File: config.mk
export PLATFORM = sky130hd
export DESIGN_NAME = pixel_stream_packer
export DESIGN_NICKNAME = d
export VERILOG_FILES = /design/src/rtl/pixel_stream_packer_pkg.sv /design/src/rtl/sync_fifo.sv /design/src/rtl/pixel_stream_packer.sv
export SDC_FILE = /design/constraint.sdc
export NUM_CORES = 1
export LEC_CHECK = 0
export BUFFER_PORTS_ARGS = -buffer_cell sky130_fd_sc_hd__buf_2
export CORE_MARGIN = 5
export CORE_UTILIZATION = 45
export DETAILED_ROUTE_END_ITERATION = 10
export PLACE_DENSITY = 0.67
export SYNTH_ARGS = -nofsm -noshare
export SYNTH_HDL_FRONTEND = slang
export SYNTH_SLANG_ARGS = --single-unit
File: constraint.sdc
create_clock -name clk -period 5.2 [get_ports clk]
set_input_delay 0.26 -clock clk [delete_from_list [all_inputs] [get_ports clk]]
set_output_delay 0.26 -clock clk [all_outputs]
set_load 0.02 [all_outputs]
File: src/rtl/pixel_stream_packer_pkg.sv
// pixel_stream_packer_pkg: shared fixed-point and colour types for the pixel packer
package pixel_stream_packer_pkg;
  localparam int FP_FRAC = 16;
  typedef logic signed [31:0] fp;
  typedef logic [23:0] rgb_t;
  function automatic rgb_t grey(input logic [7:0] v);
    return {v, v, v};
  endfunction
endpackage

File: src/rtl/sync_fifo.sv
// sync_fifo: show-ahead synchronous FIFO, push accepted when full if a pop happens in the same cycle
module sync_fifo #(
  parameter int W     = 24,
  parameter int DEPTH = 16
) (
  input  logic                    clk,
  input  logic                    rst,
  input  logic                    push_i,
  input  logic [W-1:0]            data_i,
  input  logic                    pop_i,
  output logic [W-1:0]            data_o,
  output logic                    full_o,
  output logic                    empty_o,
  output logic [$clog2(DEPTH):0]  level_o
);
  localparam int AW = $clog2(DEPTH);
  logic [W-1:0] mem_q [DEPTH];
  logic [AW-1:0] wr_q, rd_q;
  logic [AW:0] cnt_q;
  logic do_push, do_pop;
  assign empty_o = cnt_q == '0;
  assign full_o  = cnt_q == (AW+1)'(DEPTH);
  assign do_pop  = pop_i & ~empty_o;
  assign do_push = push_i & (~full_o | do_pop);
  assign data_o  = mem_q[rd_q];
  assign level_o = cnt_q;
  // pointers wrap naturally because DEPTH is a power of two
  always_ff @(posedge clk) begin
    if (rst) begin
      wr_q  <= '0;
      rd_q  <= '0;
      cnt_q <= '0;
    end else begin
      if (do_push) wr_q <= wr_q + AW'(1);
      if (do_pop) rd_q <= rd_q + AW'(1);
      cnt_q <= cnt_q + (AW+1)'(do_push) - (AW+1)'(do_pop);
    end
  end
  // storage is left uncleared on reset; the count alone defines validity
  always_ff @(posedge clk) begin
    if (do_push) mem_q[wr_q] <= data_i;
  end
endmodule

File: src/rtl/pixel_stream_packer.sv
// pixel_stream_packer: shades march distances into greyscale pixels and frames them as an AXI stream
module pixel_stream_packer
  import pixel_stream_packer_pkg::*;
#(
  parameter int   WIDTH      = 640,
  parameter int   HEIGHT     = 480,
  parameter int   FIFO_DEPTH = 16,
  parameter fp    MAX_DIST   = fp'(64 * (1 << FP_FRAC)),
  parameter int   DIST_SHIFT = FP_FRAC - 2,
  parameter rgb_t BG_COLOR   = 24'h202040
) (
  input  logic                         clk,
  input  logic                         rst,
  input  fp                            distance,
  input  logic                         valid_in,
  output rgb_t                         m_axis_tdata,
  output logic                         m_axis_tvalid,
  input  logic                         m_axis_tready,
  output logic                         m_axis_tuser,
  output logic                         m_axis_tlast,
  output logic                         frame_done,
  output logic                         overflow,
  output logic [$clog2(FIFO_DEPTH):0]  fifo_level
);
  localparam int XW = WIDTH > 1 ? $clog2(WIDTH) : 1;
  localparam int YW = HEIGHT > 1 ? $clog2(HEIGHT) : 1;
  fp sh;
  logic [7:0] idx;
  rgb_t shade, px_q;
  logic sv_q, full, empty, hs, last_x, last_y;
  logic [XW-1:0] x_q;
  logic [YW-1:0] y_q;
  // distance to colour: closer hits are brighter, misses get the background
  always_comb begin
    sh    = distance >>> DIST_SHIFT;
    idx   = sh < 0 ? 8'd0 : (sh > 255 ? 8'd255 : sh[7:0]);
    shade = distance < MAX_DIST ? grey(8'd255 - idx) : BG_COLOR;
  end
  // shade stage register feeding the FIFO one cycle later
  always_ff @(posedge clk) begin
    sv_q <= rst ? 1'b0 : valid_in;
    if (valid_in) px_q <= shade;
  end
  sync_fifo #(.W(24), .DEPTH(FIFO_DEPTH)) u_fifo (
    .clk(clk), .rst(rst), .push_i(sv_q), .data_i(px_q), .pop_i(m_axis_tready),
    .data_o(m_axis_tdata), .full_o(full), .empty_o(empty), .level_o(fifo_level)
  );
  assign m_axis_tvalid = ~empty;
  assign hs            = m_axis_tvalid & m_axis_tready;
  assign last_x        = x_q == XW'(WIDTH - 1);
  assign last_y        = y_q == YW'(HEIGHT - 1);
  assign m_axis_tuser  = x_q == '0 && y_q == '0;
  assign m_axis_tlast  = last_x;
  // raster position advances on accepted pixels only; overflow is sticky until reset
  always_ff @(posedge clk) begin
    if (rst) begin
      x_q        <= '0;
      y_q        <= '0;
      frame_done <= 1'b0;
      overflow   <= 1'b0;
    end else begin
      frame_done <= hs & last_x & last_y;
      overflow   <= overflow | (sv_q & full & ~m_axis_tready);
      if (hs) x_q <= last_x ? '0 : x_q + XW'(1);
      if (hs & last_x) y_q <= last_y ? '0 : y_q + YW'(1);
    end
  end
endmodule

# Word-level counts from Yosys, hierarchy flattened
# Memories as Yosys holds them, arrays and structs flattened. A register that Yosys moved wholly into a read port is not among the register bits.
# Index checks and enable logic that the tools add are counted.
dict set report word_totals {
  ff_bits 59
  ramBits 384
  inputBits 36
  out_inout_bits 34
  memories 1
}
dict set report classes {
  addsub 7
  magnitude_cmp 3
  n_eq_ne 3
  muxes 8
  bitwise 11
  n_reduce_logical 4
}
# name words width rd rd_clocked_by_memory_dff write_ports line
set mem_list {}
lappend mem_list {u_fifo.mem_q 16 24 1 1 1 sync_fifo.sv:17} ;# logic [W-1:0] mem_q [DEPTH];
# cell n
set op_table {}
lappend op_table {{32-bit by 24-bit < comparator with 1-bit output (second input constant)} 1}
lappend op_table {{18-bit by 9-bit greater-than comparator with 1-bit output (second input constant)} 1}
lappend op_table {{18-bit by 1-bit < comparator with 1-bit output (second input constant)} 1}
lappend op_table {{8-bit two-way mux} 2}
lappend op_table {{10-bit by 1-bit adder with 10-bit output (second input constant)} 1}
lappend op_table {{10-bit equality test (second input constant)} 1}
lappend op_table {{10-bit zero test} 1}
lappend op_table {{10-bit two-way mux} 1}
lappend op_table {{9-bit by 1-bit adder with 9-bit output (second input constant)} 1}
lappend op_table {{9-bit equality test (second input constant)} 1}
lappend op_table {{9-bit zero test} 1}
lappend op_table {{9-bit two-way mux} 1}
lappend op_table {{4-bit by 1-bit adder with 4-bit output (second input constant)} 2}
lappend op_table {{4-bit two-way mux} 2}
lappend op_table {{8-bit subtractor (first input constant)} 1}
lappend op_table {{1-bit AND} 6}
lappend op_table {{5-bit by 1-bit adder with 5-bit output} 1}
lappend op_table {{5-bit equality test (second input constant)} 1}
lappend op_table {{5-bit zero test} 1}
lappend op_table {{5-bit by 1-bit subtractor with 5-bit output} 1}
lappend op_table {{1-bit NOT} 3}
lappend op_table {{1-bit two-way mux} 2}
lappend op_table {{1-bit OR} 2}
lappend op_table {{1-bit logical AND} 1}

# Longest topological paths before layout
# Gate-level depths: netlist (run 1).
dict set report depth {
  ltp_word 7
  depth_mapped 15
  depth_no_buf 14
}

# Cells and area by module
# From an unflattened synthesis (run 1), not the netlist that was laid out.
dict set report hier_totals {
  cells_unflattened 859
  area_unflattened_um2 16852.4
}
# mod n_inst cells_each area_each_um2 seq_area_each_um2
set by_module_without_submodules {}
lappend by_module_without_submodules {sync_fifo 1 700 15283.4 11871.4}
lappend by_module_without_submodules {pixel_stream_packer 1 159 1569.0 740.7}

# Worst setup path after synthesis (run 1)
# No wires, ideal clock.
dict set report synth_timing {
  path_kind {reg2reg}
  startpoint {register u_fifo.cnt_q[3] (netlist: u_fifo.level_o[3])}
  endpoint {register u_fifo.cnt_q[4] (netlist: u_fifo.level_o[4])}
  t_arrival_ns 2.761
  path_slack_ns 2.308
  path_stages_with_launch 16
  n_path_buf 1
  period_less_slack_ns 2.892
  path_cell_list {dfxtp_1 -> inv_1 -> ha_1 -> nor4b_4 -> inv_2 -> and2_1 -> clkbuf_1 -> ha_1 -> inv_1 -> ha_1 -> inv_1 -> fa_1 -> nor2b_1 -> o21bai_1 -> a21oi_1 -> nor3b_1}
}
dict set report synth_between {
  elab_chain_len 7
  word_cells_on_any_way 9
  classes_between {add/sub (2); eq/ne (1); bitwise (5); reduce/logical (1)}
}
# item line
set synth_lines {}
lappend synth_lines {{from (decl)} sync_fifo.sv:19} ;# logic [AW:0] cnt_q;
lappend synth_lines {{from (signal assigned)} sync_fifo.sv:36} ;# cnt_q <= cnt_q + (AW+1)'(do_push) - (AW+1)'(do_pop);
lappend synth_lines {{5-bit zero test *} sync_fifo.sv:21} ;# assign empty_o = cnt_q == '0;
lappend synth_lines {{1-bit NOT *} --}
lappend synth_lines {{named net m_axis_tvalid} pixel_stream_packer.sv:17} ;# output logic m_axis_tvalid,
lappend synth_lines {{1-bit AND *} sync_fifo.sv:23} ;# assign do_pop = pop_i & ~empty_o;
lappend synth_lines {{1-bit OR} sync_fifo.sv:24} ;# assign do_push = push_i & (~full_o | do_pop);
lappend synth_lines {{1-bit AND} sync_fifo.sv:24}
lappend synth_lines {{5-bit by 1-bit adder with 5-bit output} sync_fifo.sv:36}
lappend synth_lines {{5-bit by 1-bit subtractor with 5-bit output *} sync_fifo.sv:36}
# Mark *: on every way through the listed nets, which the timed path passes. The rest lies on a longest branch.
# A chain may end at the register's enable or synchronous reset.

==> flow_summary.ini, run 1 <==
[status]
status = finished, final reports clean

[clock_network]
cts_setup_buffers = 0
clock_latency_ns = 0.50
cts_buffers = 22
clock_tree.root_cell = clkbuf_16
cts_tree = built
clkTransAtPathRegs_ns = 0.06
htree_levels = 1
clk_path_buf_depth = 3
cts.sinks = 209
ctsHoldBuffers = 0
cts_resized = 0

[final_layout]
layout-drive-gt1-share_pct = 24.2
diodes = 0
layoutNonFillerInstCount = 826
utilization_pct = 51.8
fin_nets = 628
synthToLayoutAreaGrowth_pct = 13.4

[hold_path]
hold_class = in2reg

[sta]
period_needed_ns = 3.30
setup_tns_ns = 0
fin_skew_ns = 0.0159
setup_viol = 0
slew_viol_final = 0
hold_viol = 0
fin_crit_sh_pct = 63.4
rsz0062_at_grt = no
relSlewSlack_pct = 16.0
whs_ns = 0.0347
max_freq_mhz = 303
worst_slew_pin_slew_ns = 1.25
fin_ws_ns = 1.90

[critical_path]
endpoint_kind = output pin
cpPeakStageDelay_ns = 0.94
cp-start-kind = flip-flop
slowest_stage = dfxtp_2
critPathMaxFanout = 25
critical_path.top_delay_family = flip-flops
crit_chain = buf_4 > mux4_2 > a22oi_1 > nand2_1 > buf_2
arrival_ns = 3.04
crit_buf_inv = 2
worstPathRequired_ns = 4.94
critical_path_class = reg2out

[global_route]
grt_pass1_wl_um = 26500
grt_overflow_total = 0
grt_max_degree = 41
grt_pass1_vias = 4744
grtUsageTotal_pct = 15.3
antenna_found_initial = 0

[floorplanning]
initial_utilization_pct = 45.7
num_rows = 50
die_area_um2 = 21800
die_h_um = 148
ios = 70
design.core.area_um2 = 18600
die_x_um = 148

[placed_design]
numPortBuffers = 55
dp.final_hpwl_um = 10500
gp_congestion = 0.806
dp_slack_ns = 2.14
placed_cells = 786

[power]
power_density_nw_per_um2 = 456
peakVddDrop_v = 0.000283
p_leak_nw = 3.26

[synthesis]
synth_cell_types = 50
syn_inst = 528
synthFlopType = edfxtp_1
async_flop_share_pct = 0
syn_nets = 580
ys_seq_elements = 209
synth-edff-count = 170
seq_area_frac_synth_pct = 69.1
avgSynthCellArea_um2 = 16.1
yosysWarningCount = 0
syn_area_um2 = 8520

[drt]
drt_pass1_iterations = 4
routed_wl_um = 16400
vias = 4544
postRouteAntennaNets = 0
post_drt_wl_per_cell_um = 19.8
dr.first_iter.drc_count = 377
drc = 0
viasPerCell = 5.50

[job]
cap_viol_max_count = 0
## cells in the final DEF (no fill, tap or decap), types with 10 or more instances in the layout
| master | n |
|---|---|
| mux4_2 | 40 |
| ha_1 | 15 |
| nand2_1 | 25 |
| inv_1 | 17 |
| dfxtp_1 | 37 |
| a22oi_1 | 20 |
| buf_2 | 55 |
| edfxtp_1 | 170 |
| clkbuf_16 | 23 |
| nand3_1 | 11 |
| a21oi_1 | 15 |
| nor2_1 | 40 |
| nor3_1 | 10 |
## per-stage QoR
step / total power [mW] / area, um^2
6_report: 4.41 / 9660
5_1_grt: 4.61 / 9660
4_1_cts: 4.46 / 9660
3_5_place_dp: 2.87 / 8920
3_3_place_gp: 2.85 / 8920
2_1_floorplan: 2.69 / 8520
## synth_stat cells, drive strengths merged (9+ instances only)
cell type  number  area share [%]
a22oi          20             1.8
mux4           40              11
a21oi          15            0.88
nand3          12            0.76
edfxtp        170              60
nor3           10            0.59
nand2          25             1.1
clkbuf         11            0.48
buf            25             1.9
o21bai          9            0.79
inv            18            0.79
xor2            9            0.93
nor2           40             1.8
ha             15             2.2
dfxtp          39             9.2
## sequential cells by signal (all words and copies together) (netlist names), named ones only
name / cells
px_q: 10
frame_done: 1
y_q: 9
sv_q: 1
u_fifo.rd_q: 4
u_fifo.wr_q: 4
u_fifo.level_o: 5
x_q: 10
u_fifo.mem_q: 160
overflow: 1
## worst paths after layout
path / end / cells past startpoint / slack [ns] / startpoint
worst max-delay path: m_axis_tdata[8] / 5 / 1.90 / flip-flop
worst min-delay path: px_q[6] / 2 / 0.03 / distance[20]
worst max register to register: u_fifo.level_o[4] / 14 / 2.17 / u_fifo.level_o[2]
worst min register to register: y_q[0] / 2 / 0.51 / y_q[0]
## metal layers
layer	global-route usage [%]	up-vias	routed length [um]
met2	26.7	99	8360
met3	2.73	26	808
li1	-	2130	-
met4	3.26	0	244
met1	20.3	2289	6960
met5	0	-	0
## logic make-up (layout without fill, tap and decap cells)
logic type               Yosys count  after routing  synth area share [%]
AO/OA/AOI/OAI                     57             57                  4.54
AND/OR/NAND/NOR                  135            135                  8.39
XOR/XNOR                          16             16                  1.65
buffers and inverters             54            118                  3.20
flip-flops                       209            209                  69.1
multiplexers                      41             41                  10.7
adder cells (fa/ha/maj)           16             16                  2.44
## cell type report
type	count	area (um^2)
flip-flops and latches	209	5890
clock buffers	26	587
inverters	18	67.6
clock inverters	14	154
multi-input cells	265	2360
fillers	1503	8980
repair buffers	60	313
well taps	234	293
## where the power goes
group | total [mW] | internal (mW) | switching, mW
clock | 1.59 | 0.961 | 0.624
combinational | 0.806 | 0.390 | 0.416
sequential | 2.02 | 1.87 | 0.144
total | 4.41 | 3.22 | 1.18
(Power assumes the default switching activity.)
==> run 2: changes to the inputs <==
==> constraint.sdc (replaced) <==
create_clock -name clk -period 3.4 [get_ports clk]
set_input_delay 0.17 -clock clk [delete_from_list [all_inputs] [get_ports clk]]
set_output_delay 0.17 -clock clk [all_outputs]
set_load 0.02 [all_outputs]
==> flow_summary.ini, run 2 (synthesis gave the netlist of run 1 again) <==
[clock_network]
clock_tree.root_cell = clkbuf_16
cts_tree = built
clock_latency_ns = 0.49
cts_setup_buffers = 0
clkTransAtPathRegs_ns = 0.06
clk_path_buf_depth = 3
htree_levels = 1
cts_buffers = 22
cts.sinks = 209

[global_route]
grt_max_degree = 41
grt_overflow_total = 0
antenna_found_initial = 0
grt_pass1_wl_um = 26000
grt_pass1_vias = 4755
grtUsageTotal_pct = 15.1

[sta]
setup_tns_ns = 0
rsz0062_at_grt = no
fin_skew_ns = 0.0163
max_freq_mhz = 338
worst_slew_pin_slew_ns = 1.02
period_needed_ns = 2.96
hold_viol = 0
setup_viol = 0
slew_viol_final = 0
fin_crit_sh_pct = 87.0
relSlewSlack_pct = 31.8
whs_ns = 0.0342

[placed_design]
gp_congestion = 0.856
dp.final_hpwl_um = 10800
numPortBuffers = 55
placed_area_um2 = 9020

[critical_path]
cp-start-kind = flip-flop
critPathMaxFanout = 9
critical_path_class = reg2reg
endpoint_kind = flip-flop
arrival_ns = 3.30
cpPeakStageDelay_ns = 0.38
slowest_stage = nor4b_4
crit_chain = inv_1 > ha_1 > nor4b_4 > inv_2 > and2_1 > ha_1 > inv_1 > ha_1 > inv_1 > fa_1 > nor2b_1 > o21bai_1 > a21oi_1 > nor3b_1
worstPathRequired_ns = 3.74

[final_layout]
final_common_cell = edfxtp_1
fin_nets = 644
regMostFlops = u_fifo.mem_q
most-common-layout-cells = edfxtp_1, buf_2, mux4_2, nor2_1, dfxtp_1
layout-drive-gt1-share_pct = 25.0
design_area_um2 = 9790
reg.largest.list = u_fifo.mem_q x160, px_q x10, x_q x10
largest_register_ffs = 160
utilization_pct = 52.5
diodes = 0
synthToLayoutAreaGrowth_pct = 14.9

[hold_path]
hold_class = in2reg

[drt]
drt_pass1_iterations = 4
vias = 4655
routed_wl_um = 16500
post_drt_wl_per_cell_um = 19.5
drc = 0
dr.first_iter.drc_count = 319
viasPerCell = 5.53
postRouteAntennaNets = 0

[floorplanning]
num_rows = 50
ios = 70
die_h_um = 148
design.core.area_um2 = 18600
die_x_um = 148
die_area_um2 = 21800
initial_utilization_pct = 45.7

[status]
status = finished, final reports clean

[job]
cap_viol_max_count = 0

[power]
p_leak_nw = 3.33
peakVddDrop_v = 0.000332
power_density_nw_per_um2 = 685
total_power_mw = 6.70
-- run 2: final timing paths --
kind / from / endpoint / slack (ns) / cells after the start
worst min-delay path: distance[14] / px_q[16] / 0.03 / 2
worst min register to register: y_q[1] / y_q[1] / 0.50 / 2
worst max register to register: u_fifo.level_o[2] / u_fifo.level_o[4] / 0.44 / 14
worst max-delay path: u_fifo.level_o[2] / u_fifo.level_o[4] / 0.44 / 14
-- run 2: worst max-delay path, delay by kind of cell (launching register included) --
family / cells / cell delay, ns
adder cells (fa/ha/maj): 4 / 1.02
flip-flops: 1 / 0.32
AO/OA/AOI/OAI: 2 / 0.23
buffers and inverters: 4 / 0.36
AND/OR/NAND/NOR: 4 / 0.89
-- run 2: area by class of cell --
type,count,area [um^2]
fillers,1480,8850
flip-flops and latches,209,5890
multi-input cells,265,2360
clock buffers,27,611
repair buffers,76,455
well taps,234,293
clock inverters,13,116
inverters,18,67.6
-- run 2: metal layers --
metal	routed length (um)	GRT usage, %	up-vias
li1	-	-	2163
met2	8540	27.1	136
met5	0	0	-
met1	6870	19.5	2331
met4	252	3.26	0
met3	794	2.51	25
-- run 2: through the flow --
stage,std cells,setup WS (ns)
global route,842,0.127
detailed placement,798,0.401
global placement,798,0.516
floorplan,528,0.508
CTS,842,0.404
finish,842,0.443
-- run 2: timing repair --
| item | CTS | global route |
|---|---|---|
| gates resized for setup | 0 | 0 |
| endpoints found under the hold margin | 4 | 0 |
| hold buffers | 4 | 0 |
| setup endpoints to repair | 0 | 0 |
-- run 2: power by group --
part	switching (mW)	internal [mW]
sequential	0.140	2.86
combinational	0.724	0.613
clock	0.937	1.43
total	1.80	4.90
==> run 3: changes to the inputs <==
--- a/config.mk
+++ b/config.mk
@@ -6,10 +6,12 @@
 export NUM_CORES = 1
 export LEC_CHECK = 0
 export BUFFER_PORTS_ARGS = -buffer_cell sky130_fd_sc_hd__buf_2
+export CELL_PAD_IN_SITES_DETAIL_PLACEMENT = 2
+export CELL_PAD_IN_SITES_GLOBAL_PLACEMENT = 2
 export CORE_MARGIN = 5
-export CORE_UTILIZATION = 45
+export CORE_UTILIZATION = 44
 export DETAILED_ROUTE_END_ITERATION = 10
-export PLACE_DENSITY = 0.67
+export PLACE_DENSITY = 0.91
 export SYNTH_ARGS = -nofsm -noshare
 export SYNTH_HDL_FRONTEND = slang
 export SYNTH_SLANG_ARGS = --single-unit
==> flow_summary.ini, run 3 (synthesis gave the netlist of run 1 again) <==
[status]
status = finished, final reports clean

[final_layout]
most-common-layout-cells = edfxtp_1, buf_2, mux4_2, nor2_1, dfxtp_1
diodes = 0
regMostFlops = u_fifo.mem_q
largest_register_ffs = 160
utilization_pct = 52.5
design_area_um2 = 9930
final_common_cell = edfxtp_1
reg.largest.list = u_fifo.mem_q x160, px_q x10, x_q x10
fin_nets = 650
synthToLayoutAreaGrowth_pct = 16.6
layout-drive-gt1-share_pct = 25.9

[power]
peakVddDrop_v = 0.000404
total_power_mw = 7.09
p_leak_nw = 3.39
power_density_nw_per_um2 = 714

[global_route]
use_met2_pct = 41.4
grt_overflow_total = 0
grt_pass1_vias = 5649
grt_most_used_layer = met2
antenna_found_initial = 0
grt_pass1_wl_um = 37000
grtUsageMet1_pct = 27.1
grt_max_degree = 33
grtUsageTotal_pct = 22.5
met3_usage_pct = 3.71

[hold_path]
hold_class = in2reg
hold_depth = 2

[job]
cap_viol_max_count = 0

[sta]
whs_ns = 0.0178
hold_viol = 0
rsz0062_at_grt = no
setup_viol = 0
period_needed_ns = 3.03
max_freq_mhz = 330
relSlewSlack_pct = 33.8
setup_tns_ns = 0
fin_crit_sh_pct = 89.1
fin_skew_ns = 0.00943
worst_slew_pin_slew_ns = 0.991
slew_viol_final = 0

[floorplanning]
die_area_um2 = 22200
die_h_um = 149
design.core.area_um2 = 18900
ios = 70
die_x_um = 149
num_rows = 50
initial_utilization_pct = 45.1

[critical_path]
cp-start-kind = flip-flop
critical_path_class = reg2reg
arrival_ns = 3.41
cpPeakStageDelay_ns = 0.39
worstPathRequired_ns = 3.78
regToRegSetupSlack_ns = 0.37
critPathMaxFanout = 8
crit_chain = inv_1 > ha_1 > nor4b_4 > inv_2 > and2_2 > ha_1 > inv_1 > ha_1 > inv_1 > fa_1 > nor2b_1 > o21bai_1 > a21oi_1 > nor3b_1
endpoint_kind = flip-flop
r2r.worst_path.cells = 14
slowest_stage = nor4b_4

[drt]
postRouteAntennaNets = 0
drc = 0
dr.first_iter.drc_count = 360
drt_pass1_iterations = 5
viasPerCell = 5.76
vias = 5044
routed_wl_um = 24400
post_drt_wl_per_cell_um = 27.9

[placed_design]
numPortBuffers = 55
gp_congestion = 0.800
placed_area_um2 = 9080
dp.final_hpwl_um = 16300

[clock_network]
clk_path_buf_depth = 3
clock_tree.root_cell = clkbuf_16
clock_latency_ns = 0.52
clkTransAtPathRegs_ns = 0.06
cts_tree = built
htree_levels = 1
cts.sinks = 209
cts_buffers = 23
==> run 3: path summary, 6_finish.rpt <==
check	start	end
worst max-delay path	u_fifo.level_o[2]	u_fifo.level_o[4]
worst min-delay path	distance[17]	px_q[19]
worst max register to register	u_fifo.level_o[2]	u_fifo.level_o[4]
worst min register to register	y_q[1]	y_q[1]
==> run 3: final cells by class <==
cell class	instances	area, um^2
clock buffer	25	583
clock inverter	17	196
fill	1721	8960
inverter	18	67.6
multi-input combinational	265	2360
sequential	209	5890
tap	260	325
timing repair buffer	81	508
==> run 3: report_power, final <==
part / switching [mW] / internal [mW] / total, mW
registers: 0.176 / 2.86 / 3.04
clock network: 1.05 / 1.55 / 2.60
logic: 0.807 / 0.646 / 1.45
total: 2.03 / 5.06 / 7.09
==> run 3: per-stage QoR <==
stage,std cells,worst slack [ns]
2_1_floorplan,528,0.508
3_3_place_gp,826,0.477
3_5_place_dp,826,0.262
4_1_cts,873,0.216
5_1_grt,875,0.0270
6_report,875,0.372
==> run 3: critical path: cells and delay by family (launching register included) <==
| kind | cells | cell delay (ns) |
|---|---|---|
| compound gates | 2 | 0.25 |
| simple gates | 4 | 0.91 |
| buf+inv | 4 | 0.35 |
| fa+ha+maj | 4 | 1.05 |
| flops | 1 | 0.33 |
==> run 3: repair_timing <==
action                                  in CTS  in global routing
resized for setup                            0                  1
hold endpoints to repair                     5                  0
endpoints found under the setup margin       0                  1
hold buffers                                 5                  0
buffers inserted                             0                  2
==> run 3: per-layer routing <==
metal	vias to the layer above	part of all wire [%]
met2	180	54
li1	2171	-
met1	2653	38
met3	40	5.0
met4	0	3.0
met5	-	0
